<file path="config.mk">
export PLATFORM = sky130hd
export DESIGN_NAME = branch_flag_ctrl
export DESIGN_NICKNAME = d
export VERILOG_FILES = /design/src/rtl/cpu_pkg.sv /design/src/rtl/branch_cond.sv /design/src/rtl/branch_flag_ctrl.sv
export SDC_FILE = /design/constraint.sdc
export NUM_CORES = 1
export LEC_CHECK = 0
export ABC_AREA = 1
export BUFFER_PORTS_ARGS = -buffer_cell sky130_fd_sc_hd__buf_2
export CAP_MARGIN = 20
export CELL_PAD_IN_SITES_DETAIL_PLACEMENT = 2
export CELL_PAD_IN_SITES_GLOBAL_PLACEMENT = 2
export CORE_MARGIN = 2
export CORE_UTILIZATION = 27
export DETAILED_ROUTE_END_ITERATION = 10
export HOLD_SLACK_MARGIN = 0.06
export PLACE_DENSITY = 0.94
export SLEW_MARGIN = 20
export SYNTH_ARGS = -nofsm -noshare
export SYNTH_HDL_FRONTEND = slang
export SYNTH_SLANG_ARGS = --single-unit
</file>
<file path="constraint.sdc">
create_clock -name clk -period 2.2 [get_ports clk]
set_input_delay 0.33 -clock clk [delete_from_list [all_inputs] [get_ports clk]]
set_output_delay 0.33 -clock clk [all_outputs]
set_load 0.01 [all_outputs]
</file>
<file path="src/rtl/cpu_pkg.sv">
// Shared CPU constants: branch opcode, condition codes, flag bit positions
// and the branch sequencing FSM state type.
package cpu_pkg;

  localparam logic [4:0] OP_BRANCH = 5'b00111;

  localparam logic [2:0] COND_NE = 3'b000;
  localparam logic [2:0] COND_EQ = 3'b001;
  localparam logic [2:0] COND_GT = 3'b010;
  localparam logic [2:0] COND_LT = 3'b011;
  localparam logic [2:0] COND_GE = 3'b100;
  localparam logic [2:0] COND_LE = 3'b101;
  localparam logic [2:0] COND_OV = 3'b110;
  localparam logic [2:0] COND_UN = 3'b111;

  // Flag vector layout is {N,V,Z}
  localparam int NVZ_N = 2;
  localparam int NVZ_V = 1;
  localparam int NVZ_Z = 0;

  typedef enum logic [1:0] {
    ST_RUN,
    ST_WAIT,
    ST_REDIRECT,
    ST_FLUSH
  } state_t;

endpackage

</file>
<file path="src/rtl/branch_cond.sv">
// Combinational branch-condition evaluator: (cond, {N,V,Z}) -> taken.
module branch_cond
  import cpu_pkg::*;
(
  input  logic [2:0] i_cond,
  input  logic [2:0] i_nvz,
  output logic       o_taken
);

  logic w_n, w_v, w_z;

  assign w_n = i_nvz[NVZ_N];
  assign w_v = i_nvz[NVZ_V];
  assign w_z = i_nvz[NVZ_Z];

  // NOTE: assign a default before the case so no path leaves o_taken unassigned (no latch).
  always_comb begin
    o_taken = 1'b0;
    case (i_cond)
      COND_NE: o_taken = ~w_z;
      COND_EQ: o_taken = w_z;
      COND_GT: o_taken = ~w_z & ~w_n;
      COND_LT: o_taken = w_n;
      COND_GE: o_taken = ~w_n;
      COND_LE: o_taken = w_n | w_z;
      COND_OV: o_taken = w_v;
      COND_UN: o_taken = 1'b1;
      default: o_taken = 1'b0;
    endcase
  end

endmodule

</file>
<file path="src/rtl/branch_flag_ctrl.sv">
// Branch sequencing controller: owns {N,V,Z}, scoreboards in-flight flag
// writers, stalls decode on stale flags and drives redirect/flush.
module branch_flag_ctrl
  import cpu_pkg::*;
#(
  parameter int FLUSH_CYCLES = 2,
  parameter int MAX_PEND     = 3,
  parameter int PC_W         = 16
) (
  input  logic            clk,
  input  logic            rst_n,
  input  logic            id_valid,
  input  logic [4:0]      id_opcode,
  input  logic [2:0]      id_cond,
  input  logic            id_sets_flags,
  input  logic [PC_W-1:0] id_target,
  input  logic            wb_flag_we,
  input  logic [2:0]      wb_nvz,
  output logic            stall_id,
  output logic            redirect_valid,
  output logic [PC_W-1:0] redirect_pc,
  output logic            flush,
  output logic [2:0]      flags_q,
  output logic            pend_err
);

  localparam int PEND_W   = $clog2(MAX_PEND + 1);
  localparam int CNT_W    = $clog2(FLUSH_CYCLES + 1);
  localparam int CNT_INIT = (FLUSH_CYCLES > 1) ? FLUSH_CYCLES - 2 : 0;

  state_t            r_state;
  logic [PEND_W-1:0] r_pend;
  logic [CNT_W-1:0]  r_flush_cnt;
  logic [2:0]        r_flags;
  logic              r_redirect_valid;
  logic [PC_W-1:0]   r_redirect_pc;
  logic              r_flush;
  logic              r_pend_err;

  logic              w_is_branch;
  logic              w_taken;
  logic              w_pend_full;
  logic              w_issue;
  logic              w_inc;
  logic              w_dec;
  logic [PEND_W-1:0] w_pend_next;

  branch_cond u_branch_cond (
    .i_cond  (id_cond),
    .i_nvz   (r_flags),
    .o_taken (w_taken)
  );

  assign w_is_branch = id_valid & (id_opcode == OP_BRANCH);
  assign w_pend_full = id_valid & id_sets_flags & (r_pend == PEND_W'(MAX_PEND)) & ~wb_flag_we;

  always_comb begin
    stall_id = 1'b1;
    if (r_state == ST_RUN) stall_id = (w_is_branch & (r_pend != '0)) | w_pend_full;
  end

  assign w_issue = id_valid & ~stall_id & (r_state == ST_RUN);
  assign w_inc   = w_issue & id_sets_flags;
  // A writeback with nothing pending is an error, not a decrement
  assign w_dec   = wb_flag_we & (r_pend != '0);

  always_comb begin
    w_pend_next = r_pend;
    if (w_inc & ~w_dec) w_pend_next = r_pend + PEND_W'(1);
    if (~w_inc & w_dec) w_pend_next = r_pend - PEND_W'(1);
  end

  // NOTE: sequential state uses non-blocking assignments so every flop samples pre-edge values.
  always_ff @(posedge clk) begin
    if (!rst_n) begin
      r_state          <= ST_RUN;
      r_pend           <= '0;
      r_flush_cnt      <= '0;
      r_flags          <= 3'b000;
      r_redirect_valid <= 1'b0;
      r_redirect_pc    <= '0;
      r_flush          <= 1'b0;
      r_pend_err       <= 1'b0;
    end else begin
      r_redirect_valid <= 1'b0;
      r_pend           <= w_pend_next;
      if (wb_flag_we) r_flags <= wb_nvz;
      if (wb_flag_we && r_pend == '0) r_pend_err <= 1'b1;

      case (r_state)
        ST_RUN: begin
          if (w_is_branch) begin
            if (r_pend != '0) begin
              r_state <= ST_WAIT;
            end else if (w_taken) begin
              r_state          <= ST_REDIRECT;
              r_redirect_pc    <= id_target;
              r_redirect_valid <= 1'b1;
              r_flush          <= 1'b1;
              r_flush_cnt      <= CNT_W'(CNT_INIT);
            end
          end
        end
        // Leave as soon as the count settles to zero so RUN sees pend==0 and fresh flags
        ST_WAIT: if (w_pend_next == '0) r_state <= ST_RUN;
        ST_REDIRECT: begin
          if (FLUSH_CYCLES > 1) begin
            r_state <= ST_FLUSH;
          end else begin
            r_state <= ST_RUN;
            r_flush <= 1'b0;
          end
        end
        ST_FLUSH: begin
          if (r_flush_cnt == '0) begin
            r_state <= ST_RUN;
            r_flush <= 1'b0;
          end else begin
            r_flush_cnt <= r_flush_cnt - CNT_W'(1);
          end
        end
        default: r_state <= ST_RUN;
      endcase
    end
  end

  assign redirect_valid = r_redirect_valid;
  assign redirect_pc    = r_redirect_pc;
  assign flush          = r_flush;
  assign flags_q        = r_flags;
  assign pend_err       = r_pend_err;

endmodule
</file>
* After elaboration in Yosys (flattened, before gate mapping) *
Cells that the tools add are included.

storage, ports and cells
  register bits after elaboration = 28
  input port bits = 32
  logic and storage cells = 88

cells by class
  add/sub/neg operators = 3
  eq/ne operators = 19
  muxes and demuxes = 21
  bitwise logic cells = 24
  reduce and logical (&&, ||, !) cells = 13

operator list
  operator                                                             count
  2-bit 2-to-1 mux                                                     11
  1-bit bitwise AND                                                    12
  3-bit == test (second input constant)                                4
  2-bit != test (second input constant)                                5
  1-bit NOT                                                            10
  5-bit AND reduction                                                  2
  2-bit zero test                                                      4
  1-bit case mux with 8 select lines                                   1
  2-bit case mux with 4 select lines                                   1
  4-bit AND reduction                                                  2
  2-bit == test (second input constant)                                3
  3-bit by 2-bit == test with 1-bit output (second input constant)     2
  1-bit 2-to-1 mux                                                     6
  5-bit by 3-bit == test with 1-bit output (second input constant)     1
  2-bit case mux with 2 select lines                                   1
  2-bit nonzero test                                                   2
  4-bit OR reduction                                                   1
  2-bit by 1-bit subtractor with 2-bit output (second input constant)  2
  3-bit by 1-bit == test with 1-bit output (second input constant)     1
  3-bit zero test                                                      1
  3-bit by 1-bit != test with 1-bit output (second input constant)     1
  2-bit by 1-bit adder with 2-bit output (second input constant)       1
  2-bit by 1-bit == test with 1-bit output (second input constant)     1
  2-bit by 1-bit != test with 1-bit output (second input constant)     1
  3 further kinds                                                      4

* Depth between registers and ports, before layout *
Gate-level depths: netlist of run 1.

  word-level depth = 15
  mapped depth = 13

* Hierarchy *
From an unflattened synthesis of run 1, not the netlist that was laid out.

second synthesis, totals
  cells, all modules = 188
  area, all modules = 1,290.0 sq um

modules (own cells, without submodules)
  module            instances  cells an instance  area an instance (sq um)  seq. area each (sq um)
  branch_flag_ctrl  1          170                1,212.4                   560.5
  branch_cond       1          18                 77.6                      0.0

* Worst setup path before layout of run 1 *
OpenSTA, ideal clock, no wires.

  path type = register to register
  start point = register r_pend[0]
  end point = register r_state[0]
  setup time = 0.117 ns
  arrival = 1.230 ns
  slack = 0.854 ns
  stages on the path, launching flop included = 13
  period minus slack after synthesis = 1.346 ns
  cell sequence = dfxtp_1 inv_1 ha_1 nor2_1 inv_1 nand4_2 nand2_1 nand2_1 nand2_1 inv_1 nand2_1 nand2_1 a21oi_1

on the way
  cells in the longest elaborated chain, start to end = 15
  elaborated cells between the ends (all ways) = 27
  classes of those cells = add/sub: 2; eq/ne: 3; mux: 6; bitwise: 13; reduce/logical: 3

RTL lines
  element                                                       RTL line                                        text
  start, declared                                               branch_flag_ctrl.sv:32                          logic [PEND_W-1:0] r_pend;
  start signal, assigned                                        branch_flag_ctrl.sv:86                          r_pend <= w_pend_next;
  2-bit == test                                                 branch_flag_ctrl.sv:55                          assign w_pend_full = id_valid & id_sets_flags & (r_pend == PEND_W'(MAX_PEND)) & ~wb_flag_we;
  1-bit bitwise AND (2 in a row)                                branch_flag_ctrl.sv:55
  1-bit bitwise OR                                              branch_flag_ctrl.sv:59                          if (r_state == ST_RUN) stall_id = (w_is_branch & (r_pend != '0)) | w_pend_full;
  1-bit 2-to-1 mux                                              branch_flag_ctrl.sv:59
  1-bit NOT                                                     branch_flag_ctrl.sv:62                          assign w_issue = id_valid & ~stall_id & (r_state == ST_RUN);
  1-bit bitwise AND (2 in a row)                                branch_flag_ctrl.sv:62
  1-bit bitwise AND                                             branch_flag_ctrl.sv:63                          assign w_inc = w_issue & id_sets_flags;
  1-bit bitwise AND / 1-bit NOT (equally long branches)         branch_flag_ctrl.sv:69, branch_flag_ctrl.sv:70
  2-bit 2-to-1 mux / 1-bit bitwise AND (equally long branches)  branch_flag_ctrl.sv:69, branch_flag_ctrl.sv:70
  2-bit 2-to-1 mux                                              branch_flag_ctrl.sv:70                          if (~w_inc & w_dec) w_pend_next = r_pend - PEND_W'(1);
  2-bit zero test                                               branch_flag_ctrl.sv:105                         ST_WAIT: if (w_pend_next == '0) r_state <= ST_RUN;
  2-bit != test (no source line)                                n/a
  4-bit AND reduction (no source line)                          n/a
  end signal, assigned                                          branch_flag_ctrl.sv:105
  end signal, assigned                                          branch_flag_ctrl.sv:108                         r_state <= ST_FLUSH;
  end signal, assigned                                          branch_flag_ctrl.sv:110                         r_state <= ST_RUN;
  end, declared                                                 branch_flag_ctrl.sv:31                          state_t r_state;

Several ways; a longest one is shown, not always the timed one. The select of a mux whose other input is x is not followed.
A chain may end at the register's enable or synchronous reset.

* Final worst setup path of run 1 *
  start point = register r_pend[0]
  end point = register r_redirect_pc[8], in the netlist redirect_pc[8]

on the way
  cells in the longest elaborated chain, start to end = 3

RTL lines
  element                               RTL line                text
  2-bit nonzero test                    branch_flag_ctrl.sv:93  if (r_pend != '0) begin
  1-bit NOT (no source line)            n/a
  4-bit AND reduction (no source line)  n/a
  end signal, assigned                  branch_flag_ctrl.sv:97  r_redirect_pc <= id_target;
  end, declared                         branch_flag_ctrl.sv:36  logic [PC_W-1:0] r_redirect_pc;

No other way between the ends.

==> results of run 1 <==
cells by family (layout without fill, tap and decap cells):
kind of cell | count (synthesis) | count (layout)
buffers and inverters | 43 | 96
flip-flops | 28 | 28
AND/OR/NAND/NOR | 61 | 61
AO/OA/AOI/OAI | 46 | 46
adder cells (fa/ha/maj) | 3 | 3
metal layers:
| layer | vias to the layer above | part of all wire | global-route usage |
|---|---|---|---|
| li1 | 679 | - | - |
| met1 | 679 | 0.42 | 0.1887 |
| met2 | 18 | 0.55 | 0.2891 |
| met3 | 2 | 0.021 | 0.02575 |
| met4 | 0 | 0.0084 | 0.02976 |
| met5 | - | 0 | 0 |
how the worst max path moves through the flow:
| stage | from | to | slack, ps |
|---|---|---|---|
| after floorplan | r_pend[0]$_SDFF_PN0_ | r_state[0]$_SDFFE_PN0P_ | 850 |
| after global placement | id_cond[1] | redirect_pc[15]$_SDFFE_PN0P_ | 540 |
| after detailed placement | id_cond[1] | redirect_pc[15]$_SDFFE_PN0P_ | 410 |
| after CTS | r_pend[0]$_SDFF_PN0_ | redirect_pc[8]$_SDFFE_PN0P_ | 360 |
| after global routing | r_pend[0]$_SDFF_PN0_ | redirect_pc[8]$_SDFFE_PN0P_ | 150 |
| final | r_pend[0]$_SDFF_PN0_ | redirect_pc[8]$_SDFFE_PN0P_ | 350 |
stage by stage:
stage	power [mW]	cells	setup WS (ps)	hold WS (ps)
6_report	1.276	301	350.4	296.1
2_1_floorplan	0.7702	181	853.6	464.9
3_5_place_dp	0.8716	297	409.2	438.1
3_3_place_gp	0.8506	297	535.1	429.9
5_1_grt	1.360	301	151.0	286.9
4_1_cts	1.292	301	358.3	295.1
layout make-up:
cell class / instances / area [um^2] / share of cell area
multi-input combinational: 110 / 600.6 / 0.3473
sequential: 28 / 560.5 / 0.3242
clock buffer: 3 / 41.29 / 0.02388
clock inverter: 1 / 30.03 / 0.01737
inverter: 38 / 142.6 / 0.08249
tap: 67 / 83.83 / 0.04848
timing repair buffer: 54 / 270.3 / 0.1563
worst register-to-register path: cells and delay by family, from the launching register on:
family          cells  cell delay [ps]
fa+ha+maj           1              280
simple gates        2              480
buf+inv             2              260
compound gates      2              370
flops               1              340
report_power, final:
part           switching [mW]  internal (mW)  total (mW)
logic                   0.202          0.113       0.314
clock network           0.165          0.244       0.408
registers              0.0199          0.533       0.553
cell usage after synthesis:
master,count,area share
sky130_fd_sc_hd__a21oi_1,20,0.075
sky130_fd_sc_hd__a221oi_4,1,0.020
sky130_fd_sc_hd__buf_2,1,0.0037
sky130_fd_sc_hd__buf_6,2,0.017
sky130_fd_sc_hd__clkbuf_1,2,0.0056
sky130_fd_sc_hd__dfxtp_1,28,0.42
sky130_fd_sc_hd__ha_1,3,0.028
sky130_fd_sc_hd__inv_1,38,0.11
sky130_fd_sc_hd__nand2_1,26,0.073
sky130_fd_sc_hd__nand2_2,2,0.0093
sky130_fd_sc_hd__nand3_1,9,0.034
sky130_fd_sc_hd__nand3_4,2,0.026
sky130_fd_sc_hd__nand3b_1,1,0.0056
sky130_fd_sc_hd__nand4_1,2,0.0093
sky130_fd_sc_hd__nand4_2,1,0.0093
sky130_fd_sc_hd__nor2_1,17,0.048
sky130_fd_sc_hd__nor2_4,1,0.0084
sky130_fd_sc_hd__o211ai_2,1,0.0093
sky130_fd_sc_hd__o21a_1,1,0.0056
sky130_fd_sc_hd__o21ai_0,9,0.034
sky130_fd_sc_hd__o21ai_1,13,0.049
sky130_fd_sc_hd__o21ai_2,1,0.0065
flip-flops by register name (all words and copies together), names as in the netlist:
name / cells
redirect_valid: 1
pend_err: 1
flags_q: 3
flush: 1
r_flush_cnt: 2
r_pend: 2
r_state: 2
redirect_pc: 16
==> metrics.md, run 1 <==
| Metric | Value |
|---|---|
| Critical path fanouts, max | `33` |
| Critical-path cell list | `inv_1 -> ha_1 -> nand2_1 -> inv_1 -> nand3_4 -> o21ai_1 -> a21oi_1` |
| Area of the mapped netlist | `~1300 um^2` |
| Detailed router's first-iteration violation count | `31` |
| Fmax | `about 540 MHz` |
| Max-slew violation count | `0` |
| Main combinational cell family by area after synthesis | `simple AND/OR/NAND/NOR gates` |
| Critical Path RT | `about 2400 ps` |
| Status | `completed` |
| Routed via count divided by cell count | `4.578` |
| Seq/Total Area, Yosys | `0.4187` |
| Area added between synthesis and finish | `29.16%` |
| Share of synthesized cell area in and, or, nand and nor gates | `0.2224` |
| Nets | `270` |
| Sum Neg Setup Slack | `0 ps` |
| Finish-stage setup viols | `0` |
| Fin util | `0.3637` |
| Post-CTS sizing | `0` |
| Count of input and output buffers | `54` |
| Fill cell total of the finished layout | `roughly 590` |
| Post-CTS setup repair buffer count | `0` |
| Post-route clock period utilization | `0.8407` |
| Kind of end point of the critical path | `flip-flop` |
| Yosys cell types | `22` |
| Fin Clk Skew | `between 2 and 2.5 ps` |
| Core Footprint | `4755 um^2` |
| Most common cell after layout, fill and taps aside | `sky130_fd_sc_hd__buf_2` |
| Ant. Diodes | `0` |
| Synthesized-area fraction occupied by xor and xnor cells | `0` |
| Mapped Cells | `around 180` |
| Clock-pin slew on the worst setup and hold paths | `100 ps` |
| CP max-delay cell | `sky130_fd_sc_hd__dfxtp_1` |
| Die Span X | `roughly 74 um` |
| Worst Path Buf+Inv | `2` |
| Initial core utilization | `0.2816` |
| Highest cell delay on the worst timing path | `approximately 340 ps` |
| Vias in the first global route | `approximately 1400` |
| Later-pin clock latency in the skew report | `270 ps` |
| TritonCTS clock tree | `yes` |
| PwrDens | `roughly 740 nW/um^2` |
| Die footprint | `between 5000 and 6000 um^2` |
| Data arrival, critical path | `2010 ps` |
| Number of remaining DRC errors | `0` |
| Area of placed instances | `~1700 um^2` |
| Final hold viol count | `0` |
| Die span in y | `74.42 um` |
| Number of iterations in the first detailed-routing pass | `4` |
| Flip-flop and latch count after synthesis | `28` |
| Clock buffer depth | `2` |
| Number of top-level design ports | `55` |
| Max transition margin | `0.7172` |
| Cell seen most often among critical-path stages | `sky130_fd_sc_hd__inv_1` |
| Sum of overflow across all layers after global routing | `0` |
| Total wire length after detailed routing | `about 4.2 mm` |
| Wire length of the first global-routing pass | `6.686 mm` |
| Depth of the critical timing path with buffers and inverters included | `7` |
| Hold worst-path end | `flags_q[0]$_SDFFE_PN0P_` |
| Detailed placement HPWL | `approximately 3.1 mm` |
| Row Count | `25` |
| Final critical delay including setup and external delays | `between 1500 and 2000 ps` |
| Number of H-tree branching levels | `1` |
| Cells on Worst Hold Path | `3` |
| Worst Path Class, Setup | `reg2reg` |
| Arithmetic-cell share of the synthesized area counting full adders, half adders and majority gates | `0.02804` |
| FF-to-FF Start | `r_pend[0]$_SDFF_PN0_` |
| Worst r2r dst | `redirect_pc[8]$_SDFFE_PN0P_` |
| Average detailed-routed wire length per instance | `approximately 14 um` |
| Summed area of non-filler cells in the final layout | `1729 um^2` |
| Maximum vdd ir drop | `around 0.43 mV` |
| Syn avg cell area | `~7.4 um^2` |
| Max-cap violation count | `0` |
| Number of clock sinks | `28` |
| Kind of cell adding the most delay to the critical path | `simple AND/OR/NAND/NOR gates` |
| R2R setup slack | `350 ps` |
| Detailed-route via count | `roughly 1400` |
| Number of buffers inserted by hold repair at cts | `0` |
| Antenna Nets Post-Route | `0` |
| Worst Max-Slew Pin Slew | `between 400 and 500 ps` |
| Final GP Congestion | `0.6708` |
| Complex-gate fraction of the synthesized area | `0.1981` |
| Number of antenna violations at the first check in global routing | `0` |
| Net count after synthesis | `between 200 and 250` |
| Pin count of the biggest net entering global routing | `34` |
| Setup repair after global routing missed its margin | `false` |
| Startpoint of the lowest-slack hold path | `wb_nvz[0]` |
| Launching element type of the critical path | `flip-flop` |
| Leakage dissipation | `0.8598 nW` |
| Cell count of the worst reg-to-reg path | `7` |
| Root buffer selected by CTS | `sky130_fd_sc_hd__clkbuf_8` |
| Hold Path Class | `in2reg` |
| Number of warnings issued by yosys | `0` |
| Cts bufs inserted | `3` |
| Proportion of layout cells with a drive suffix above 1 | `0.2863` |
| Leading cell types in the layout, fill and taps excluded | `sky130_fd_sc_hd__buf_2, sky130_fd_sc_hd__inv_1, sky130_fd_sc_hd__dfxtp_1` |
| Aggregate global-route resource usage | `0.1555` |
| Multiplexer share of the synthesized area | `0` |
Power figures use the tool's default switching activity.
==> run 2, diff against run 1 <==
--- a/config.mk
+++ b/config.mk
@@ -11,10 +11,10 @@
 export CELL_PAD_IN_SITES_DETAIL_PLACEMENT = 2
 export CELL_PAD_IN_SITES_GLOBAL_PLACEMENT = 2
 export CORE_MARGIN = 2
-export CORE_UTILIZATION = 27
+export CORE_UTILIZATION = 22
 export DETAILED_ROUTE_END_ITERATION = 10
 export HOLD_SLACK_MARGIN = 0.06
-export PLACE_DENSITY = 0.94
+export PLACE_DENSITY = 0.83
 export SLEW_MARGIN = 20
 export SYNTH_ARGS = -nofsm -noshare
 export SYNTH_HDL_FRONTEND = slang
==> constraint.sdc (replaced) <==
create_clock -name clk -period 1.7 [get_ports clk]
set_input_delay 0.255 -clock clk [delete_from_list [all_inputs] [get_ports clk]]
set_output_delay 0.255 -clock clk [all_outputs]
set_load 0.01 [all_outputs]
==> run 2 against run 1 <==
Compared with the run above: combinational power increased by 36%; first-iteration DRC count decreased by 16%; clock skew increased by 7.8 ps; critical path type is now reg2out; sequential power increased by 30%; via count increased by 0.29%.
==> metrics.md, run 2 (synthesis results as in run 1) <==
| Metric | Value |
|---|---|
| Status | `completed` |
| Most common cell after layout, fill and taps aside | `sky130_fd_sc_hd__buf_2` |
| Area of placed instances | `roughly 1700 um^2` |
| Wire length of the first global-routing pass | `approximately 6.7 mm` |
| Worst hold slack | `approximately 210 ps` |
| Sum of overflow across all layers after global routing | `0` |
| Launching element type of the critical path | `flip-flop` |
| Number of H-tree branching levels | `1` |
| Proportion of layout cells with a drive suffix above 1 | `0.3109` |
| Max-cap violation count | `0` |
| Die span in y | `between 80 and 90 um` |
| Root buffer selected by CTS | `sky130_fd_sc_hd__clkbuf_8` |
| Core Footprint | `around 6000 um^2` |
| Critical-path cell list | `inv_1 -> ha_2 -> nand2_2 -> nand2_1 -> nand2_1 -> buf_2` |
| Later-pin clock latency in the skew report | `~290 ps` |
| Nets | `between 200 and 300` |
| CP max-delay cell | `sky130_fd_sc_hd__dfxtp_2` |
| Clock network fraction of total power | `0.324` |
| Clock-pin slew on the worst setup and hold paths | `100 ps` |
| R2R setup slack | `about 120 ps` |
| Final GP Congestion | `roughly 0.72` |
| Total wire length after detailed routing | `between 4 and 5 mm` |
| Critical path fanouts, max | `5` |
| Fin Clk Skew | `about 10 ps` |
| Summed area of non-filler cells in the final layout | `~1800 um^2` |
| Row Count | `28` |
| Initial core utilization | `0.2275` |
| Non-filler instance count after layout | `313` |
| Power share of the combinational group | `0.253` |
| Final hold viol count | `0` |
| Finish-stage setup viols | `0` |
| Worst Path Class, Setup | `reg2out` |
| Fin util | `0.3034` |
| Number of buffers inserted by hold repair at cts | `0` |
| Highest cell delay on the worst timing path | `approximately 350 ps` |
| Share of total power in sequential cells | `0.424` |
| PwrDens | `949.4 nW/um^2` |
| Clock buffer depth | `2` |
| Aggregate global-route resource usage | `0.1286` |
| Maximum vdd ir drop | `about 0.34 mV` |
| Cell Int Power | `between 1 and 1.5 mW` |
| Leakage dissipation | `roughly 0.87 nW` |
| Setup repair after global routing missed its margin | `true` |
| Max transition margin | `0.8240` |
| Number of top-level design ports | `55` |
| Routed via count divided by cell count | `4.415` |
| Critical Path Source | `r_pend[0]$_SDFF_PN0_` |
| Worst r2r dst | `redirect_pc[10]$_SDFFE_PN0P_` |
| Max-slew violation count | `0` |
| Ant. Diodes | `0` |
| Detailed-route via count | `between 1000 and 1500` |
| TritonCTS clock tree | `yes` |
| Total placed cells including tap cells | `306` |
| FF-to-FF Start | `r_pend[0]$_SDFF_PN0_` |
| Final critical delay including setup and external delays | `1590 ps` |
| Area added between synthesis and finish | `33.36%` |
| Detailed router's first-iteration violation count | `26` |
| Critical Path RT | `about 1400 ps` |
| Count of input and output buffers | `54` |
| Die Span X | `82.01 um` |
| Cell count of the worst reg-to-reg path | `8` |
| Number of iterations in the first detailed-routing pass | `4` |
| Fmax | `approximately 630 MHz` |
| Die footprint | `approximately 6700 um^2` |
| Detailed placement HPWL | `between 3 and 4 mm` |
| Pin count of the biggest net entering global routing | `17` |
| Share of total power consumed by net switching | `0.3129` |
| Post-route clock period utilization | `0.9355` |
| Cts bufs inserted | `3` |
| Antenna Nets Post-Route | `0` |
| Cell seen most often among critical-path stages | `sky130_fd_sc_hd__nand2_1` |
| Psw | `530.4 uW` |
| Kind of end point of the critical path | `output pin` |
| Worst Max-Slew Pin Slew | `around 260 ps` |
| Flip-flop count of the largest register after layout | `16` |
| Vias in the first global route | `about 1400` |
| End point of the critical path | `stall_id` |
| Number of clock sinks | `28` |
| Leading cell types in the layout, fill and taps excluded | `sky130_fd_sc_hd__buf_2, sky130_fd_sc_hd__inv_1, sky130_fd_sc_hd__dfxtp_1` |
| Data arrival, critical path | `approximately 1300 ps` |
| Hold Path Class | `in2reg` |
| Number of antenna violations at the first check in global routing | `0` |
| Average detailed-routed wire length per instance | `~14 um` |
| Number of remaining DRC errors | `0` |
[run 2: what timing repair did]
item / CTS / global route
setup endpoints to repair: 18 / 3
pin swaps: 1 / 0
cloned: 1 / 0
setup buffers: 2 / 0
resized for setup: 3 / 1
[run 2: worst max-delay path, delay by kind of cell (launching register included)]
family | cells | cell delay (ps)
and+or+nand+nor | 3 | 260
DFF | 1 | 350
adders and majority gates | 1 | 230
buffers and inverters | 2 | 210
[run 2: how the worst min path moves through the flow]
stage | cells after the start | endpoint | slack, ps | start
2_1_floorplan | 2 | flags_q[1]$_SDFFE_PN0P_ | 390 | wb_nvz[1]
3_3_place_gp | 2 | redirect_pc[11]$_SDFFE_PN0P_ | 430 | redirect_pc[11]$_SDFFE_PN0P_
3_5_place_dp | 2 | redirect_pc[1]$_SDFFE_PN0P_ | 440 | redirect_pc[1]$_SDFFE_PN0P_
4_1_cts | 3 | flags_q[0]$_SDFFE_PN0P_ | 190 | wb_nvz[0]
5_1_grt | 3 | flags_q[1]$_SDFFE_PN0P_ | 220 | wb_nvz[1]
6_report | 3 | flags_q[0]$_SDFFE_PN0P_ | 210 | wb_nvz[0]
[run 2: final cells by class]
class	instances	area, um^2
Clock inverter	1	30.03
Sequential cell	28	561.8
Multi-Input combinational cell	111	623.1
Clock buffer	3	41.29
Fill cell	736	4100
Timing Repair Buffer	57	292.8
Tap cell	75	93.84
Inverter	38	142.6
[run 2: power groups by stage]
stage | combinational (mW) | sequential [mW] | clock [mW]
finish | 0.428 | 0.718 | 0.549
global placement | 0.378 | 0.729 | 0
CTS | 0.434 | 0.718 | 0.563
global route | 0.487 | 0.725 | 0.586
floorplan | 0.265 | 0.732 | 0
detailed placement | 0.391 | 0.733 | 0
[run 2: stage by stage]
step	setup slack, ps	total power [mW]	setup TNS (ps)
2_1_floorplan	353.6	0.9967	0
3_3_place_gp	68.24	1.107	0
3_5_place_dp	-32.73	1.125	-88.52
4_1_cts	67.07	1.716	0
5_1_grt	-8.209	1.798	-8.209
6_report	109.7	1.695	0
[run 2: routing by layer]
metal  share of wire  vias to the layer above  global-route usage
li1                -                      690                   -
met1            0.40                      669              0.1470
met2            0.57                       18              0.2512
met3           0.019                        5             0.01099
met4           0.012                        0             0.03500
met5               0                        -                   0
==> run 3, diff against run 2 <==
--- a/config.mk
+++ b/config.mk
@@ -10,6 +10,7 @@
 export CAP_MARGIN = 20
 export CELL_PAD_IN_SITES_DETAIL_PLACEMENT = 2
 export CELL_PAD_IN_SITES_GLOBAL_PLACEMENT = 2
+export CORE_ASPECT_RATIO = 1.2
 export CORE_MARGIN = 2
 export CORE_UTILIZATION = 22
 export DETAILED_ROUTE_END_ITERATION = 10
==> run 3 against run 2 <==
Compared with the run above: wire length down 12%; cell count increased by 1.6%; count of clock-buffer cells in the layout grew 1; largest cell class unchanged.
==> metrics.md, run 3 (synthesis results as in run 1) <==
| Metric | Value |
|---|---|
| Non-filler instance count after layout | `around 320` |
| Detailed-route via count | `roughly 1400` |
| Clock-pin slew on the worst setup and hold paths | `around 90 ps` |
| Final critical delay including setup and external delays | `~1600 ps` |
| Number of H-tree branching levels | `1` |
| Status | `completed` |
| Hold worst-path end | `flags_q[1]$_SDFFE_PN0P_` |
| Total placed cells including tap cells | `between 300 and 400` |
| Worst r2r dst | `r_state[0]$_SDFFE_PN0P_` |
| Critical-path cell list | `inv_1 -> ha_4 -> nand2_2 -> nand2_1 -> nand2_1 -> buf_2` |
| Fin Clk Skew | `2.427 ps` |
| Worst Path Class, Setup | `reg2out` |
| Post-placement worst setup slack | `~120 ps` |
| Post-route clock period utilization | `0.9271` |
| Final GP Congestion | `0.8082` |
| Share of total power in sequential cells | `0.460` |
| Setup repair after global routing missed its margin | `false` |
| Ant. Diodes | `0` |
| Die span in y | `around 89 um` |
| Flip-flop count of the largest register after layout | `16` |
| Kind of end point of the critical path | `output pin` |
| Total wire length after detailed routing | `3.829 mm` |
| Initial core utilization | `0.2241` |
| Number of remaining DRC errors | `0` |
| Proportion of layout cells with a drive suffix above 1 | `0.3008` |
| Number of iterations in the first detailed-routing pass | `4` |
| Die Span X | `75.21 um` |
| Clock network fraction of total power | `0.266` |
| Average detailed-routed wire length per instance | `~12 um` |
| Count of input and output buffers | `54` |
| Aggregate global-route resource usage | `0.1218` |
| Final hold viol count | `0` |
| Root buffer selected by CTS | `sky130_fd_sc_hd__clkbuf_8` |
| Clock buffer depth | `2` |
| Number of clock sinks | `28` |
| Detailed router's first-iteration violation count | `20` |
| Post-CTS sizing | `1` |
| Most common cell after layout, fill and taps aside | `sky130_fd_sc_hd__buf_2` |
| Finish-stage setup viols | `0` |
| Pin count of the biggest net entering global routing | `34` |
| Psw | `about 490 uW` |
| Worst Max-Slew Pin Slew | `approximately 270 ps` |
| Vias in the first global route | `roughly 1400` |
| Antenna Nets Post-Route | `0` |
| FF-to-FF Start | `r_pend[0]$_SDFF_PN0_` |
| Row Count | `31` |
| Hold Path Class | `in2reg` |
| Core Footprint | `between 5000 and 6000 um^2` |
| Area added between synthesis and finish | `32.52%` |
| Critical path fanouts, max | `5` |
| Kind of cell adding the most delay to the critical path | `flip-flops` |
| Highest cell delay on the worst timing path | `around 370 ps` |
| Sum Neg Setup Slack | `0 ps` |
| Startpoint of the lowest-slack hold path | `wb_nvz[1]` |
| Cts bufs inserted | `3` |
| Power share of the combinational group | `0.274` |
| Critical Path RT | `about 1400 ps` |
| Max-slew violation count | `0` |
| Data arrival, critical path | `1320 ps` |
| TritonCTS clock tree | `yes` |
| Share of total power consumed by net switching | `0.3147` |
| CP max-delay cell | `sky130_fd_sc_hd__dfxtp_1` |
| Post-route worst setup slack | `between 100 and 150 ps` |
| Routed via count divided by cell count | `approximately 4.3` |
| Cells on Worst Hold Path | `3` |
| PwrDens | `878.8 nW/um^2` |
| Number of antenna violations at the first check in global routing | `0` |
| Number of top-level design ports | `55` |
| Fmax | `roughly 630 MHz` |
| Detailed placement HPWL | `between 3 and 4 mm` |
| Later-pin clock latency in the skew report | `between 200 and 300 ps` |
| Die footprint | `a little under 7000 um^2` |
| Worst Path Buf+Inv | `2` |
| Maximum vdd ir drop | `0.3468 mV` |
| Leading cell types in the layout, fill and taps excluded | `sky130_fd_sc_hd__buf_2, sky130_fd_sc_hd__inv_1, sky130_fd_sc_hd__dfxtp_1` |
| Max-cap violation count | `0` |
| R2R setup slack | `around 190 ps` |
| Sum of overflow across all layers after global routing | `0` |
| Cell Int Power | `around 1.1 mW` |
| Cell count of the worst reg-to-reg path | `12` |
| Number of buffers inserted by hold repair at cts | `0` |
| Fin util | `0.2970` |
| Cell seen most often among critical-path stages | `sky130_fd_sc_hd__nand2_1` |
| Max transition margin | `0.8167` |
| Wire length of the first global-routing pass | `6.334 mm` |
| Launching element type of the critical path | `flip-flop` |
| Leakage dissipation | `0.8692 nW` |
| Post-CTS setup repair buffer count | `0` |
| Nets | `between 200 and 300` |
run 3: layout make-up:
class | count | area, um^2
timing repair buffer | 56 | 297.8
fill | 747 | 4199
multi-input combinational | 110 | 615.6
sequential | 28 | 560.5
clock buffer | 4 | 55.05
inverter | 38 | 142.6
tap | 82 | 102.6
run 3: through the flow:
stage | power (mW) | instance area (um^2) | hold WS [ps]
2_1_floorplan | 0.9967 | 1339 | 389.9
3_3_place_gp | 1.110 | 1704 | 427.2
3_5_place_dp | 1.126 | 1704 | 439.4
4_1_cts | 1.559 | 1762 | 197.7
5_1_grt | 1.679 | 1774 | 198.5
6_report | 1.559 | 1774 | 202.5
run 3: power groups by stage:
stage	Combinational (mW)	Sequential (mW)	Clock (mW)
6_report	0.428	0.717	0.415
2_1_floorplan	0.265	0.732	0
3_3_place_gp	0.381	0.729	0
3_5_place_dp	0.394	0.732	0
4_1_cts	0.402	0.717	0.440
5_1_grt	0.489	0.722	0.468
run 3: worst max-delay path by stage:
| stage | startpoint | endpoint | slack (ps) | cells after the start |
|---|---|---|---|---|
| finish | r_pend[0]$_SDFF_PN0_ | stall_id | 120 | 6 |
| global route | r_pend[0]$_SDFF_PN0_ | stall_id | 20 | 6 |
| CTS | r_pend[0]$_SDFF_PN0_ | stall_id | 20 | 6 |
| detailed placement | r_pend[0]$_SDFF_PN0_ | r_state[0]$_SDFFE_PN0P_ | 120 | 12 |
| global placement | r_pend[0]$_SDFF_PN0_ | redirect_pc[15]$_SDFFE_PN0P_ | 200 | 8 |
| floorplan | r_pend[0]$_SDFF_PN0_ | r_state[0]$_SDFFE_PN0P_ | 350 | 12 |
run 3: tightest hold or removal path: cells and delay by family:
family,cells,cell delay (ps)
and+or+nand+nor,2,120
buffers and inverters,1,80
run 3: metal layers:
layer | vias up | wire (um) | GRT usage | share of wire
met4 | 0 | 48 | 0.03349 | 0.013
met2 | 44 | 1881 | 0.2233 | 0.49
met3 | 5 | 219 | 0.02029 | 0.057
met1 | 638 | 1680 | 0.1445 | 0.44
met5 | - | 0 | 0 | 0
li1 | 680 | - | - | -
